==> src/rtl/reg_burst_arbiter_pkg.sv <==
// Shared definitions for the register-file burst arbiter. This file holds the
// state encodings, requester and direction constants, and the small helpers
// used by the top level.
package reg_burst_arbiter_pkg;

    localparam int DEF_REG_W = 5;
    localparam int DEF_LEN_W = 3;

    localparam int REQ0 = 0;
    localparam int REQ1 = 1;

    localparam logic DIR_UP   = 1'b1;
    localparam logic DIR_DOWN = 1'b0;

    typedef enum logic [1:0] {
        IDLE  = 2'd0,
        BURST = 2'd1,
        DONE  = 2'd2
    } burstState_e;

    // Convert a requester index to its one-hot grant/done bit.
    function automatic logic [1:0] ownerOneHot(input logic owner);
        return owner ? 2'b10 : 2'b01;
    endfunction

    // Round-robin pick. A lone requester wins outright. On a tie, the winner
    // is the requester that did not own the previous burst.
    function automatic logic pickOwner(input logic [1:0] req, input logic last);
        logic winner;
        winner = 1'(REQ0);
        case (req)
            2'b01:   winner = 1'(REQ0);
            2'b10:   winner = 1'(REQ1);
            2'b11:   winner = ~last;
            default: winner = 1'(REQ0);
        endcase
        return winner;
    endfunction

endpackage

==> src/rtl/reg_burst_arbiter_seq.sv <==
// Loadable regnum sequencer. On load, it captures the base regnum, the burst
// length and the direction. On each step, it advances the regnum by +1 or -1.
// The advance is modulo 2^REG_W, so the regnum wraps in both directions.
// lastBeat flags the final write of the burst.
module reg_burst_seq
    import reg_burst_arbiter_pkg::*;
#(
    parameter int REG_W = DEF_REG_W,
    parameter int LEN_W = DEF_LEN_W
) (
    input  logic             clock,
    input  logic             reset,
    input  logic             load,
    input  logic             step,
    input  logic [REG_W-1:0] base,
    input  logic [LEN_W-1:0] len,
    input  logic             dir,
    output logic [REG_W-1:0] cur,
    output logic             lastBeat
);

    logic [LEN_W-1:0] cnt;
    logic             d;
    logic [REG_W-1:0] nextCur;

    // Next regnum in the latched direction. The add/subtract wraps naturally.
    always_comb begin
        // NOTE: every signal written here gets a default first, so no path leaves it unassigned and no latch is inferred.
        nextCur = cur;
        case (d)
            DIR_UP:   nextCur = cur + 1'b1;
            DIR_DOWN: nextCur = cur - 1'b1;
            default:  nextCur = cur;
        endcase
    end

    // Capture the burst on load, then count it down one beat per step.
    always_ff @(posedge clock) begin
        // NOTE: these are control-visible datapath registers, not a memory array, so they are reset along with the FSM.
        if (!reset) begin
            // NOTE: sequential state uses non-blocking assignments so every register samples pre-edge values.
            cur <= '0;
            cnt <= '0;
            d   <= DIR_UP;
        end else if (load) begin
            cur <= base;
            cnt <= len;
            d   <= dir;
        end else if (step) begin
            cur <= nextCur;
            cnt <= cnt - 1'b1;
        end
    end

    assign lastBeat = (cnt == '0);

endmodule

==> src/rtl/reg_burst_arbiter.sv <==
// The burst arbiter shares the register-file write port between two
// requesters. It picks an owner round-robin and then sequences that owner's
// burst of writes. After the last write, it pulses done to the owner for one
// cycle.
module reg_burst_arbiter
    import reg_burst_arbiter_pkg::*;
#(
    parameter int REG_W = DEF_REG_W,
    parameter int LEN_W = DEF_LEN_W
) (
    input  logic             clock,
    input  logic             reset,
    input  logic [1:0]       req,
    input  logic [1:0]       dir,
    input  logic [REG_W-1:0] base0,
    input  logic [REG_W-1:0] base1,
    input  logic [LEN_W-1:0] len0,
    input  logic [LEN_W-1:0] len1,
    output logic [1:0]       grant,
    output logic             wr_en,
    output logic [REG_W-1:0] wr_reg,
    output logic [1:0]       done,
    output logic             busy
);

    burstState_e      state;
    burstState_e      nextState;
    logic             owner;
    logic             last;
    logic             newOwner;
    logic             load;
    logic             step;
    logic [REG_W-1:0] selBase;
    logic [LEN_W-1:0] selLen;
    logic             selDir;
    logic [REG_W-1:0] cur;
    logic             lastBeat;

    assign newOwner = pickOwner(req, last);
    assign load     = (state == IDLE) && (req != 2'b00);
    assign step     = (state == BURST);
    assign selBase  = newOwner ? base1 : base0;
    assign selLen   = newOwner ? len1  : len0;
    assign selDir   = dir[newOwner];

    reg_burst_seq #(
        .REG_W (REG_W),
        .LEN_W (LEN_W)
    ) uSeq (
        .clock    (clock),
        .reset    (reset),
        .load     (load),
        .step     (step),
        .base     (selBase),
        .len      (selLen),
        .dir      (selDir),
        .cur      (cur),
        .lastBeat (lastBeat)
    );

    // Register the state, the burst owner and the round-robin pointer.
    // last starts at 1 so that requester 0 wins the first tie.
    always_ff @(posedge clock) begin
        if (!reset) begin
            state <= IDLE;
            owner <= 1'(REQ0);
            last  <= 1'(REQ1);
        end else begin
            state <= nextState;
            if (load) begin
                owner <= newOwner;
            end
            if (state == DONE) begin
                last <= owner;
            end
        end
    end

    // Compute the next state and the state-decoded outputs.
    // wr_reg is forced to 0 whenever no write is happening.
    always_comb begin
        nextState = state;
        grant     = 2'b00;
        wr_en     = 1'b0;
        wr_reg    = '0;
        done      = 2'b00;
        busy      = 1'b0;
        case (state)
            IDLE: begin
                if (req != 2'b00) begin
                    nextState = BURST;
                end
            end
            BURST: begin
                busy   = 1'b1;
                grant  = ownerOneHot(owner);
                wr_en  = 1'b1;
                wr_reg = cur;
                if (lastBeat) begin
                    nextState = DONE;
                end
            end
            DONE: begin
                busy      = 1'b1;
                grant     = ownerOneHot(owner);
                done      = ownerOneHot(owner);
                nextState = IDLE;
            end
            default: begin
                nextState = IDLE;
            end
        endcase
    end

endmodule
==> config.mk <==
export PLATFORM = sky130hd
export DESIGN_NAME = reg_burst_arbiter
export DESIGN_NICKNAME = d
export VERILOG_FILES = /design/src/rtl/reg_burst_arbiter_pkg.sv /design/src/rtl/reg_burst_arbiter_seq.sv /design/src/rtl/reg_burst_arbiter.sv
export SDC_FILE = /design/constraint.sdc
export NUM_CORES = 1
export LEC_CHECK = 0
export CORE_MARGIN = 4
export CORE_UTILIZATION = 30
export CTS_CLUSTER_DIAMETER = 50
export DETAILED_ROUTE_END_ITERATION = 10
export MAX_ROUTING_LAYER = met4
export PLACE_DENSITY = 0.53
export SYNTH_ARGS = -nofsm -noshare
export SYNTH_HDL_FRONTEND = slang
export SYNTH_HIERARCHICAL = 1
export SYNTH_SLANG_ARGS = --single-unit
==> constraint.sdc <==
create_clock -name clock -period 3.05 [get_ports clock]
set_input_delay 0.305 -clock clock [delete_from_list [all_inputs] [get_ports clock]]
set_output_delay 0.305 -clock clock [all_outputs]
set_load 0.02 [all_outputs]
==> impl_metrics.ini, run 1 <==
[pwr]
vdd_drop_max_v = 0.0001979
leakagePower_nw = 0.5862
powerDensity_nw_per_um2 = 725.2

[clocking]
clk_latency_ps = 270
clk_pin_slew_ps = 80
numCtsBuffers = 3
cts_resized = 0
clockBufferDepth = 2
cts_hold_buffers = 0
clock_tree.root_cell = clkbuf_4
htreeDepth = 1
cts_sinks = 13
post_cts_buffers = 0
cts_tree = done

[worst_hold_path]
whs_path_depth = 2
whs_endpoint = state[0]
hold_class = reg2reg
worstHoldStart = state[0]

[drt]
drc = 0
ant_nets = 0
wl_per_cell_um = 10.97
vias_per_cell = 4.505
route.vias.total = 883
drt_iter0_drc = 13
drtPass1Iterations = 4
drt_wl_total_um = 2151

[die]
ios = 33
fp.dieW_um = 66.94
num_rows = 21
initial_core_util_pct = 31.23
dieArea_sq_um = 4481
die_h_um = 66.94
core_area_sq_um = 3337

[setup_path]
rrSetupSlack_ps = 1180
r2r-start = state[0]
end_kind = primary output
cp_max_fo = 13
r2r-end = uSeq/cur[4]
r2r_cells = 8
crit_required_ps = 2740
crit_arrival_ps = 1940
critPathKind = reg2out
critical_path.startpoint_type = flip-flop

[timing]
skew_ps = 9.011
hold_viol_final = 0
timing.final.max_slew_violations = 0
fin_crit_ps = 2241
finalSetupViolCount = 0
rsz0062_at_grt = no
max-slew-margin-rel_pct = 60.54
fmax_mhz = 446.1
period_share_pct = 73.49
worstMarginPinSlew_ps = 591.3
tns_ps = 0
setup_slack_ps = 808.6

[grt]
track_usage_pct = 10.48
grt_pass1_wl_um = 3491
antenna_found_initial = 0
overflow = 0
first_global_vias = 820
grt_max_degree = 20

[synth]
synth-seq-area-share_pct = 24.97
yosysWarningCount = 6
synth_cell_types = 33
synthesis.area_sq_um = 1042
synth.net_count = 149
syn_inst = 117
syn_area_per_cell_sq_um = 8.908
ys_ff_latch = 13

[placement]
place.gp.congestion = 0.7297
dp_slack_ps = 975.7
io_buffer_count = 32
dp_hpwl_um = 1716

[finish]
nFillCells = 345
area_delta_synth_final_pct = 36.49
num-nets-final = 183
antenna_cells = 0
final_cell_mix = clkdlybuf4s50_1 (32), dfxtp_1 (13), inv_1 (11)
layout_commonest_cell = clkdlybuf4s50_1
drive_above_1_share_pct = 11.33

[run_status]
status = complete, no violations

[flow_run]
maxCapViolCount = 0
## worst max-delay path by stage
stage,start,to
after detailed placement,req[0],uSeq/cur[4]
after global routing,state[1],wr_reg[0]
after global placement,req[0],uSeq/cur[4]
after floorplan,state[0],uSeq/cur[4]
after CTS,state[1],wr_reg[0]
final,state[1],wr_reg[0]
## synth_stat cells
library cell / count / share of area, %
mux2_4: 9 / 13
clkbuf_1: 1 / 0.36
mux2i_1: 2 / 1.9
dfxtp_1: 13 / 25
xnor2_1: 3 / 2.5
nand2_1: 10 / 3.6
o211ai_1: 1 / 0.72
or2_0: 1 / 0.60
buf_4: 1 / 0.72
o311ai_2: 1 / 1.6
a211oi_1: 3 / 2.2
nor3b_1: 2 / 1.4
a21boi_0: 1 / 0.72
and2_1: 10 / 6.0
nand2b_1: 1 / 0.60
o21a_1: 1 / 0.72
inv_1: 11 / 4.0
buf_6: 2 / 2.2
o21ai_0: 7 / 3.4
and3_1: 1 / 0.60
xor2_1: 1 / 0.84
a21oi_1: 8 / 3.8
nor2b_1: 6 / 3.6
ha_1: 9 / 11
nand3_1: 1 / 0.48
fa_1: 1 / 1.9
nor2_1: 4 / 1.4
nor2b_4: 1 / 1.3
a21boi_2: 1 / 1.1
o211a_1: 1 / 0.96
buf_2: 1 / 0.48
o2111ai_1: 1 / 0.84
a22oi_1: 1 / 0.72
## where the power goes
part           switching [W]  internal [W]
combinational       0.000331      0.000318
clock              0.0000555     0.0000506
sequential         0.0000463      0.000230
## cell families after synthesis
family	Yosys count	synth area share (%)
AOI/OAI and AO/OA	26	16.69
buffers and inverters	16	7.682
adders and majority gates	10	12.73
and+or+nand+nor	37	19.69
DFF	13	24.97
xor gates and xnor gates	4	3.362
muxes	11	14.89
## state kept, by name (all words and copies together) (netlist names)
register / cells
last: 1
owner: 1
state: 2
uSeq/cnt: 3
uSeq/cur: 5
uSeq/d: 1
## layout make-up
cell class / instances / area [sq um] / area share [%]
sequential: 13 / 260.3 / 18.29
multi-input combinational: 88 / 701.9 / 49.34
timing repair buffer: 34 / 335.3 / 23.57
inverter: 11 / 41.29 / 2.902
clock buffer: 4 / 26.28 / 1.847
tap: 46 / 57.56 / 4.046
## metrics by stage
step / hold slack [ps] / cells / util, % / area [sq um] / total power [W]
5_1_grt: 503.1 / 196 / 42.63 / 1423 / 0.001138
6_report: 486.5 / 196 / 42.63 / 1423 / 0.001032
3_3_place_gp: 464.2 / 192 / 41.84 / 1396 / 0.0009211
3_5_place_dp: 475.5 / 192 / 41.84 / 1396 / 0.0009326
4_1_cts: 487.8 / 196 / 42.63 / 1423 / 0.001047
2_1_floorplan: 366.9 / 117 / - / 1042 / 0.0007591
## critical path, stage by stage (launching register included)
cell,delay [ps]
dfxtp_1,320
inv_1,110
ha_1,440
and2_1,200
clkdlybuf4s50_1,600
## metal layers
metal / vias up / track usage (%) / wire (um)
li1: 462 / - / -
met1: 394 / 12.94 / 1095
met2: 27 / 17.08 / 919
met3: 0 / 2.361 / 136
met4: 0 / 3.038 / 0
met5: - / - / 0
Power figures use the tool's default switching activity.
==> inputs of run 2 (changes only) <==
--- a/config.mk
+++ b/config.mk
@@ -10,7 +10,7 @@
 export CTS_CLUSTER_DIAMETER = 50
 export DETAILED_ROUTE_END_ITERATION = 10
 export MAX_ROUTING_LAYER = met4
-export PLACE_DENSITY = 0.53
+export PLACE_DENSITY = 0.55
 export SYNTH_ARGS = -nofsm -noshare
 export SYNTH_HDL_FRONTEND = slang
 export SYNTH_HIERARCHICAL = 1
==> constraint.sdc (replaced) <==
create_clock -name clock -period 1.9 [get_ports clock]
set_input_delay 0.19 -clock clock [delete_from_list [all_inputs] [get_ports clock]]
set_output_delay 0.19 -clock clock [all_outputs]
set_load 0.02 [all_outputs]
==> run 2 against run 1 <==
  * Cell count increased by 1.5%
  * Final area increased by 1.9%
  * Flip-flop and latch count unchanged
  * Utilization increased by 0.82 points
  * Critical path depth unchanged
  * Combinational power increased by 63%
  * Non-clock buffer count increased by 3
  * Clock-buffer cell count unchanged
==> impl_metrics.ini, run 2 (synthesized netlist as in run 1, its figures left out) <==
[pwr]
vdd_drop_max_v = 0.0003548
leakagePower_nw = 0.6505
powerDensity_nw_per_um2 = 1158

[die]
dieArea_sq_um = 4481
die_h_um = 66.94
num_rows = 21
fp.dieW_um = 66.94
ios = 33
core_area_sq_um = 3337
initial_core_util_pct = 31.23

[worst_hold_path]
worstHoldStart = state[0]
whs_path_depth = 2
whs_endpoint = state[0]
hold_class = reg2reg

[clocking]
clock_tree.root_cell = clkbuf_4
cts_tree = done
clockBufferDepth = 2
htreeDepth = 1
clk_pin_slew_ps = 80
cts_hold_buffers = 0
clk_latency_ps = 270
numCtsBuffers = 3
cts_sinks = 13

[finish]
top_regs = uSeq/cur x5, uSeq/cnt x3, state x2
largest-register = uSeq/cur
nFillCells = 329
antenna_cells = 0
drive_above_1_share_pct = 13.07
area_delta_synth_final_pct = 39.14
final_cell_mix = clkdlybuf4s50_1 (23), dfxtp_1 (13), inv_1 (11)
stdcell_count = 199
multi_input_area_sq_um = 701.9
seqCellArea_sq_um = 260.3
largest_register_ffs = 5
num-nets-final = 186
layout_commonest_cell = clkdlybuf4s50_1

[setup_path]
critical_path.startpoint_type = flip-flop
slowest_stage = clkdlybuf4s50_1
crit_required_ps = 1710
crit_arrival_ps = 1630
r2r-start = state[0]
max_stage_delay_ps = 530
r2r_cells = 8
path_buf_inv = 2
critical_path.top_delay_family = buffers and inverters
critPathKind = reg2out
rrSetupSlack_ps = 230
cp_max_fo = 3
startpoint = state[0]
cp_cell_sequence = inv_1 > ha_1 > and2_1 > clkdlybuf4s50_1
end_kind = primary output
r2r-end = uSeq/cur[4]

[timing]
fin_crit_ps = 1816
timing.final.max_slew_violations = 0
hold_viol_final = 0
worstMarginPinSlew_ps = 391.0
skew_ps = 1.765
period_share_pct = 95.58
rsz0062_at_grt = no
setup_slack_ps = 84.04
fmax_mhz = 550.7
max-slew-margin-rel_pct = 73.88
tns_ps = 0
finalSetupViolCount = 0

[placement]
place.gp.congestion = 0.7549
dp_slack_ps = 79.60
io_buffer_count = 32
dp_cells = 195
dp_hpwl_um = 1754

[grt]
track_usage_pct = 11.63
grt_max_degree = 21
grt_pass1_wl_um = 3919
antenna_found_initial = 0
first_global_vias = 907
overflow = 0

[drt]
ant_nets = 0
drc = 0
top_layer_used = met4
met1_length_um = 1109
drt_iter0_drc = 52
drtPass1Iterations = 4
met3_length_um = 157
drt_wl_total_um = 2257
wl_met2_um = 979
wl_per_cell_um = 11.34
vias_per_cell = 4.518
route.vias.total = 899

[run_status]
status = complete, no violations

[flow_run]
maxCapViolCount = 0
-- run 2: cell count changes in the layout (fill, tap and decap cells not counted) --
cell,change
dlygate4sd2_1,+8
dlymetal6s2s_1,+1
buf_4,+2
clkdlybuf4s50_1,-9
buf_12,+1
-- run 2: how the worst max path moves through the flow --
| stage | endpoint | cells past startpoint |
|---|---|---|
| after detailed placement | uSeq/cnt[0] | 7 |
| after floorplan | uSeq/cur[4] | 9 |
| after CTS | busy | 3 |
| after global placement | uSeq/cur[3] | 7 |
| final | done[1] | 4 |
| after global routing | done[0] | 5 |
-- run 2: what timing repair did --
item / in CTS / in global routing
resized for setup: 8 / 1
setup buffers: 0 / 0
setup endpoints to repair: 8 / 1
-- run 2: worst reg2reg max path, cell delays in order, from the launching register on --
cell and delay [ps]:
dfxtp_1 360, inv_1 90, ha_1 230, o21ai_0 120, inv_1 160, nor2b_4 150
nand2_1 50, or2_0 210, o311ai_2 220
-- run 2: per-layer routing --
| layer | vias up | global-route usage (%) |
|---|---|---|
| met1 | 399 | 15.04 |
| met2 | 28 | 17.82 |
| met5 | - | - |
| met4 | 0 | 4.557 |
| met3 | 2 | 2.192 |
| li1 | 470 | - |
-- run 2: area by class of cell --
| type | instances | share of cell area [%] |
|---|---|---|
| inverters | 11 | 2.847 |
| clock buffers | 4 | 1.812 |
| flip-flops and latches | 13 | 17.95 |
| multi-input cells | 88 | 48.40 |
| well taps | 46 | 3.969 |
| repair buffers | 37 | 25.02 |
-- run 2: where the power goes --
group	switching [W]	internal (W)	leakage, nW	total [W]
Clock	0.0000903	0.0000813	0.0150	0.000172
Combinational	0.000546	0.000518	0.528	0.00106
Sequential	0.0000747	0.000370	0.107	0.000444
Total	0.000711	0.000969	0.651	0.00168
-- run 2: stage by stage --
| stage | instance area (sq um) | power, W | util, % | hold slack [ps] |
|---|---|---|---|---|
| after detailed placement | 1431 | 0.001555 | 42.89 | 481.8 |
| final | 1450 | 0.001680 | 43.46 | 485.3 |
| after floorplan | 1042 | 0.001219 | - | 251.9 |
| after global placement | 1431 | 0.001530 | 42.89 | 467.4 |
| after CTS | 1448 | 0.001708 | 43.38 | 491.0 |
| after global routing | 1450 | 0.001863 | 43.46 | 531.2 |
